<file path="src/rtl/frame_draw_scheduler.sv">
// frame_draw_scheduler
//   Per-frame sequencer and VGA write-port arbiter. A free-running frame
//   counter produces frame_tick; each accepted tick runs erase -> update ->
//   pipe draw -> bird draw, and the single VGA write port is muxed to the
//   client owning the current draw phase.
//
// Ports
//   clk, reset               clock, synchronous active-high reset
//   enable                   allow new frames to start
//   *_done                   draw client finished (pulse or level)
//   *_plot/_x/_y/_col        draw client write requests (erase, pipe, bird)
//   start_erase/pipe/bird    1-cycle start pulses to the draw clients
//   move_en                  1-cycle game-state update strobe
//   vga_plot/x/y/colour      muxed VGA write port
//   frame_tick               1-cycle pulse at the end of each frame period
//   busy, phase              sequencer status (phase: 0 WAIT .. 4 BIRD)
//   frame_drop               saturating count of ticks that arrived while busy
//   timeout_err              sticky, set when a draw phase timed out
//
// state    | meaning
// ---------+---------------------------------------------------
// S_WAIT   | idle, waiting for frame_tick with enable
// S_ERASE  | erase client owns VGA port, waiting for erase_done
// S_UPDATE | single cycle, move_en strobe
// S_PIPE   | pipe client owns VGA port, waiting for pipe_done
// S_BIRD   | bird client owns VGA port, waiting for bird_done
module frame_draw_scheduler #(
  parameter int FRAME_CYCLES   = 833334,
  parameter int TIMEOUT_CYCLES = 65536
) (
  input  logic       clk,
  input  logic       reset,
  input  logic       enable,
  input  logic       erase_done,
  input  logic       pipe_done,
  input  logic       bird_done,
  input  logic       erase_plot,
  input  logic [7:0] erase_x,
  input  logic [6:0] erase_y,
  input  logic [2:0] erase_col,
  input  logic       pipe_plot,
  input  logic [7:0] pipe_x,
  input  logic [6:0] pipe_y,
  input  logic [2:0] pipe_col,
  input  logic       bird_plot,
  input  logic [7:0] bird_x,
  input  logic [6:0] bird_y,
  input  logic [2:0] bird_col,
  output logic       start_erase,
  output logic       start_pipe,
  output logic       start_bird,
  output logic       move_en,
  output logic       vga_plot,
  output logic [7:0] vga_x,
  output logic [6:0] vga_y,
  output logic [2:0] vga_colour,
  output logic       frame_tick,
  output logic       busy,
  output logic [2:0] phase,
  output logic [7:0] frame_drop,
  output logic       timeout_err
);

  localparam int FW = (FRAME_CYCLES > 1) ? $clog2(FRAME_CYCLES) : 1;
  localparam int TW = (TIMEOUT_CYCLES > 1) ? $clog2(TIMEOUT_CYCLES) : 1;
  localparam logic [FW-1:0] FRAME_LAST = FW'(FRAME_CYCLES - 1);
  localparam logic [TW-1:0] TMO_LAST   = TW'(TIMEOUT_CYCLES - 1);

  typedef enum logic [2:0] {
    S_WAIT   = 3'd0,
    S_ERASE  = 3'd1,
    S_UPDATE = 3'd2,
    S_PIPE   = 3'd3,
    S_BIRD   = 3'd4
  } state_t;

  state_t        state_q, state_d;
  logic [FW-1:0] frame_cnt_q, frame_cnt_d;
  logic [TW-1:0] tmo_cnt_q, tmo_cnt_d;
  logic          first_q, first_d;
  logic [7:0]    frame_drop_q, frame_drop_d;
  logic          timeout_err_q, timeout_err_d;

  logic tick;
  logic draw_phase;
  logic done_sel;
  logic done_ok;
  logic phase_end;

  always_comb begin
    tick        = (frame_cnt_q == FRAME_LAST);
    frame_cnt_d = tick ? '0 : frame_cnt_q + FW'(1);

    done_sel = 1'b0;
    case (state_q)
      S_ERASE: done_sel = erase_done;
      S_PIPE:  done_sel = pipe_done;
      S_BIRD:  done_sel = bird_done;
      default: done_sel = 1'b0;
    endcase

    draw_phase = (state_q == S_ERASE) || (state_q == S_PIPE) || (state_q == S_BIRD);
    // done is ignored in the start cycle so a level left high by the client
    // from its previous job cannot end the phase immediately
    done_ok    = !first_q && done_sel;
    phase_end  = draw_phase && (done_ok || (tmo_cnt_q == TMO_LAST));

    state_d       = state_q;
    first_d       = 1'b0;
    tmo_cnt_d     = tmo_cnt_q + TW'(1);
    timeout_err_d = timeout_err_q;

    case (state_q)
      S_WAIT: begin
        tmo_cnt_d = '0;
        if (tick && enable) begin
          state_d = S_ERASE;
          first_d = 1'b1;
        end
      end
      S_ERASE: if (phase_end) state_d = S_UPDATE;
      S_UPDATE: begin
        state_d   = S_PIPE;
        first_d   = 1'b1;
        tmo_cnt_d = '0;
      end
      S_PIPE: begin
        if (phase_end) begin
          state_d = S_BIRD;
          first_d = 1'b1;
        end
      end
      S_BIRD: if (phase_end) state_d = S_WAIT;
      default: state_d = S_WAIT;
    endcase

    if (phase_end) begin
      tmo_cnt_d = '0;
      if (!done_ok) timeout_err_d = 1'b1;
    end

    // overrun: the tick is counted, never queued
    frame_drop_d = frame_drop_q;
    if (tick && (state_q != S_WAIT) && (frame_drop_q != 8'hFF))
      frame_drop_d = frame_drop_q + 8'd1;
  end

  always_ff @(posedge clk) begin
    if (reset) begin
      state_q       <= S_WAIT;
      frame_cnt_q   <= '0;
      tmo_cnt_q     <= '0;
      first_q       <= 1'b0;
      frame_drop_q  <= 8'd0;
      timeout_err_q <= 1'b0;
    end else begin
      state_q       <= state_d;
      frame_cnt_q   <= frame_cnt_d;
      tmo_cnt_q     <= tmo_cnt_d;
      first_q       <= first_d;
      frame_drop_q  <= frame_drop_d;
      timeout_err_q <= timeout_err_d;
    end
  end

  // strobes and the VGA port are held low while reset is asserted, even if
  // the state register still shows a draw phase in that cycle
  always_comb begin
    start_erase = !reset && (state_q == S_ERASE) && first_q;
    start_pipe  = !reset && (state_q == S_PIPE)  && first_q;
    start_bird  = !reset && (state_q == S_BIRD)  && first_q;
    move_en     = !reset && (state_q == S_UPDATE);
    frame_tick  = !reset && tick;

    vga_plot   = 1'b0;
    vga_x      = 8'd0;
    vga_y      = 7'd0;
    vga_colour = 3'd0;
    if (!reset) begin
      case (state_q)
        S_ERASE: begin
          vga_plot = erase_plot; vga_x = erase_x; vga_y = erase_y; vga_colour = erase_col;
        end
        S_PIPE: begin
          vga_plot = pipe_plot; vga_x = pipe_x; vga_y = pipe_y; vga_colour = pipe_col;
        end
        S_BIRD: begin
          vga_plot = bird_plot; vga_x = bird_x; vga_y = bird_y; vga_colour = bird_col;
        end
        default: ;
      endcase
    end

    busy        = (state_q != S_WAIT);
    phase       = state_q;
    frame_drop  = frame_drop_q;
    timeout_err = timeout_err_q;
  end

endmodule

</file>
<file path="config.mk">
export PLATFORM = sky130hd
export DESIGN_NAME = frame_draw_scheduler
export DESIGN_NICKNAME = d
export VERILOG_FILES = /design/src/rtl/frame_draw_scheduler.sv
export SDC_FILE = /design/constraint.sdc
export NUM_CORES = 1
export LEC_CHECK = 0
export ABC_AREA = 1
export CAP_MARGIN = 20
export CORE_ASPECT_RATIO = 0.7
export CORE_MARGIN = 10
export CORE_UTILIZATION = 50
export CTS_CLUSTER_DIAMETER = 40
export DETAILED_ROUTE_END_ITERATION = 8
export GPL_TIMING_DRIVEN = 0
export PLACE_DENSITY = 0.95
export SLEW_MARGIN = 20
export SYNTH_ARGS = -nofsm -noshare
export SYNTH_HDL_FRONTEND = slang
export SYNTH_SLANG_ARGS = --single-unit
export TNS_END_PERCENT = 50
</file>
<file path="constraint.sdc">
create_clock -name clk -period 2.4 [get_ports clk]
set_clock_uncertainty 0.05 [all_clocks]
set_input_delay 0.6 -clock clk [delete_from_list [all_inputs] [get_ports clk]]
set_output_delay 0.6 -clock clk [all_outputs]
set_load 0.01 [all_outputs]
</file>
After elaboration in Yosys (flattened, before gate mapping)
Index checks and enable logic that the tools add are counted.

Flip-flop bits (word level): 49. Output and inout bits: 37. Word-level logic and storage cells: 62.

$add $sub $neg: 3. Eq/ne operators: 11. Muxes and demuxes: 17. Bitwise operators: 1. Reductions and logical operators: 24.

Operators with widths (number): one-hot mux 8 bit (3 select lines) (1); one-hot mux 7 bit (3 select lines) (1); adder 20 x 1 -> 20 bit, second input constant (1); equality test 20 bit, second input constant (1); adder 16 x 1 -> 16 bit, second input constant (1); equality test 16 bit, second input constant (1); two-way mux 3 bit (5); one-hot mux 3 bit (5 select lines) (1); logical AND 1 bit (13); one-hot mux 1 bit (3 select lines) (3); one-hot mux 3 bit (3 select lines) (1); adder 8 x 1 -> 8 bit, second input constant (1); two-way mux 8 bit (1); != test 2 bit, second input constant (4); != test 8 bit, second input constant (1); two-way mux 7 bit (1); equality test 3 x 2 -> 1 bit, second input constant (2); AND reduction 4 bit (1); OR reduction 4 bit (1); equality test 3 x 1 -> 1 bit, second input constant (1); equality test 3 bit, second input constant (1); logical NOT 3 bit (1); logical OR 1 bit (3); two-way mux 1 bit (3); 5 further kinds (6).

Depth between registers and ports, before layout
Word-level depth: 7. Gate-level depth with buffers: 11. Depth with buffers taken out: 11.

Worst setup path before layout
No wires, ideal clock.

Kind: reg-to-output. Start: reg state_q[0], in the netlist phase[0]. End: out vga_x[0]. Data arrival time: 1.322 ns. Setup slack: 0.428 ns. Stages on the path, launching flop included: 6. Path through: dfxtp_1 > inv_1 > nor3_1 > clkbuf_1 > nand2_1 > a31oi_1.

Cells in the longest elaborated chain, start to end: 3. Elaborated cells on any way between the ends: 5. Classes of those cells: eq/ne (3); mux (2).

Ends and longest elaborated chain: from (decl) (RTL line 77) `state_t state_q, state_d;`; from (signal assigned) (RTL line 157) `state_q <= state_d;`; equality test 3 bit (tied with other cells) (RTL line 180) `case (state_q)`; one-hot mux 8 bit (3 select lines) * (RTL line 180); two-way mux 8 bit * (RTL line 179) `if (!reset) begin`; to (decl) (RTL line 54) `output logic [7:0] vga_x,`.

Mark *: on every way between the ends. The rest lies on a longest branch, timed or not.

Worst setup path after layout
Start: reg state_q[2], in the netlist phase[2]. End: out vga_y[5].

Cells in the longest elaborated chain, start to end: 3. Elaborated cells on any way between the ends: 5. Classes of those cells: eq/ne (3); mux (2).

Ends and longest elaborated chain: equality test 3 bit (tied with other cells) (RTL line 180); one-hot mux 7 bit (3 select lines) * (RTL line 180); two-way mux 7 bit * (RTL line 179); to (decl) (RTL line 55) `output logic [6:0] vga_y,`.

Marks and branches as above.

==> run metrics <==
Die Footprint=9520 sq um; instance count of the mapped netlist=464; CP Data Required Time=1.75 ns; initial antenna violation count=0; power density over the cells=468 nW/um^2; type of the tightest min-delay check=reg2reg; root cell of the clock tree=clkbuf_8; GRT Residual Overflow=0; pin count of the biggest net entering global routing=14; asr flop ratio synth=0%; EDFF count, synth=0; sum of net half-perimeters after detailed placement=7.54 mm; count of nets left with antenna violations after detail routing=0; Final Max Tran Viols=0; GRT Resource Usage Total=20.5%; critical path fanouts, max=10; top-level I/O count=100; synthesized area=2990 sq um; fmax=394 MHz; DR vias=3469; unrepaired setup endpoints after global routing=yes; fraction of the cycle the final worst path needs=106%; wire length of the first global-routing pass=16.6 mm; share of synthesized area occupied by flip-flops and latches=32.8%; dominant cells by area after synthesis=dfxtp_1 33%, nand2_1 17%, nor2_1 7.4%; startpoint of the worst register-to-register path=tmo_cnt_q[0]; std cell rows=23; total DRC errors in the routed layout=0; Min Hold Slack=0.418 ns; Die Y-Extent=84.7 microns; share of Yosys cell area claimed by the top area cell type=32.8%; Max transition margin=72.1%; final-report setup violation count=3; average detailed-routed wire length per instance=15.6 microns; Port Buf Inserts=99; number of optimization iterations in the first detailed-route pass=5; CTS clk-pin slew, worst paths=0.09 ns; cell with the largest stage delay on the worst path=dfxtp_2; drt initial violations=237; Final WS setup=-0.138 ns; Max VDD drop=0.289 mV; via count of the first global-routing pass=3538; maximum single-stage delay on the critical path=0.39 ns; Static Leakage=1.51 nW; fraction of layout cells with a size suffix above 1=13.9%; post-route total power=1.98 mW; syn nets=531; post-route minimum period=2.54 ns; Critical Path, Cell by Cell=inv_1 -> nand3_2 -> clkinv_4 -> buf_6 -> nand2_1 -> a31oi_1 -> clkdlybuf4s15_2; failing checks=negative setup slack; number of standard cells in the layout, taps in and fillers out=649; placed cell count=638; worst-case register-to-register setup slack=0.55 ns; placeable core region=5760 sq um; capture point of the worst reg-to-reg path=tmo_cnt_q[15]; warning count from the yosys run=0; P&R area growth vs syn=41.1%; Max Cap Violations=0; top cell type by total area after synthesis=dfxtp_1; number of buffers on the longest clock path=2; TritonCTS buffer count=5; worst slack, placed=-0.542 ns; number of register bits inferred by synthesis=49; reg2reg path depth=9; Net count, final=641; Post-Route Setup TNS=-0.172 ns; x dimension of the die=112 microns; ant diodes=0; launching instance or port of the critical path=phase[2]; worst-margin pin slew=0.415 ns; CTS hold repair buffers=0; type of the setup path with the least slack=reg2out; count of cell types in the netlist=32; arrival time of the worst setup path=1.89 ns; Worst Setup EP=vga_y[5]; maximum level of the CTS H-tree=2; routability congestion estimate from global placement=0.930; synthesized area divided by synthesized cell count=6.44 sq um; via count normalized by instance count=5.35; top flip-flop cell by instance count after synthesis=dfxtp_1; clk sink count=49; final hold violations=0; clock insertion delay at the later pin of the skew report=0.30 ns; outcome=finished, violations left; Total Routed Length=10.1 mm; critical path endpoint category=output port; TritonCTS clock tree=built; CP startpoint kind=flop; starting utilization of the core area=52.0%
[final cells by class]
type	count	area (sq um)
Multi-Input combinational cell	356	1810
Fill cell	446	1540
Sequential cell	49	990
Timing Repair Buffer	103	950
Inverter	49	191
Buffer	10	97.6
Tap cell	75	93.8
Clock buffer	7	86.3
[flip-flops by register name (all words and copies together) (netlist names)]
name,flops
frame_drop,8
timeout_err,1
first_q,1
phase,3
tmo_cnt_q,16
frame_cnt_q,20
[synth_stat cells, types with 5 or more instances]
cell type and instances:
nand3_1 29, nor3_1 12, nor2_1 59, xnor2_1 10, a21oi_1 23, clkbuf_1 6, nand2_1 138, inv_1 47
a31oi_1 20, o21ai_0 5, nor2_2 12, dfxtp_1 49, nand4_1 12, xor2_1 9
[per-stage QoR]
| stage | instance area [sq um] | util (%) |
|---|---|---|
| after floorplan | 2990 | - |
| after global placement | 4080 | 70.8 |
| after detailed placement | 4080 | 70.8 |
| after CTS | 4240 | 73.7 |
| after global routing | 4220 | 73.3 |
| final | 4220 | 73.3 |
[worst max-delay path, delay by kind of cell, from the launching register on]
| family | cells | cell delay (ns) |
|---|---|---|
| flip-flops | 1 | 0.39 |
| AND/OR/NAND/NOR | 2 | 0.24 |
| buffers and inverters | 4 | 0.68 |
| AO/OA/AOI/OAI | 1 | 0.27 |
[worst min-delay path by stage]
stage                    from              to  slack [ns]  cells past startpoint
3_3_place_gp      timeout_err     timeout_err        0.39                      2
2_1_floorplan  frame_cnt_q[0]  frame_cnt_q[0]        0.38                      1
6_report       frame_cnt_q[0]  frame_cnt_q[0]        0.42                      1
4_1_cts           timeout_err     timeout_err        0.42                      2
5_1_grt         tmo_cnt_q[14]   tmo_cnt_q[14]        0.45                      2
3_5_place_dp      timeout_err     timeout_err        0.41                      2
[routing by layer]
metal,GRT usage [%],up-vias,routed length (microns)
met2,35.7,124,5110
met1,23.9,1600,4180
met3,5.40,21,638
met5,0,-,0
li1,-,1724,-
met4,6.44,0,218
[logic make-up after synthesis]
| logic type | count (synthesis) | synth area share, % |
|---|---|---|
| and+or+nand+nor | 283 | 42.4 |
| buffers and inverters | 59 | 7.99 |
| AOI/OAI and AO/OA | 50 | 9.54 |
| DFF | 49 | 32.8 |
| xor gates and xnor gates | 19 | 5.56 |
| adders and majority gates | 4 | 1.67 |
[cells in the final DEF (no fill, tap or decap), types with 2 or more instances in the layout]
cell / n
clkbuf_2: 13
nand3_2: 3
ha_1: 4
inv_1: 45
buf_2: 2
buf_6: 4
clkdlybuf4s15_2: 4
clkdlybuf4s15_1: 2
nor2_2: 14
clkbuf_8: 6
dfxtp_1: 46
o21ai_0: 5
dlygate4sd2_1: 3
nand3_1: 28
xor2_1: 9
nor3_1: 10
xnor2_1: 10
a31oi_1: 18
nand2_1: 137
or2_2: 2
buf_4: 8
nor2_1: 57
nand3b_1: 2
a31oi_2: 3
a21oi_1: 23
nor2_4: 4
dfxtp_4: 2
or2_0: 3
nand4_1: 12
nand2_2: 5
inv_2: 2
clkdlybuf4s50_1: 74
[power by group]
part | switching (mW) | internal [mW]
logic | 0.318 | 0.271
registers | 0.0488 | 0.844
clock network | 0.265 | 0.229
total | 0.632 | 1.34
[what timing repair did]
action,CTS,global route
gates resized for setup,67,51
setup buffers,3,0
cloned,1,0
endpoints found under the setup margin,25,23
pin swaps,3,1
No activity file was read; power rests on OpenSTA's default activity.
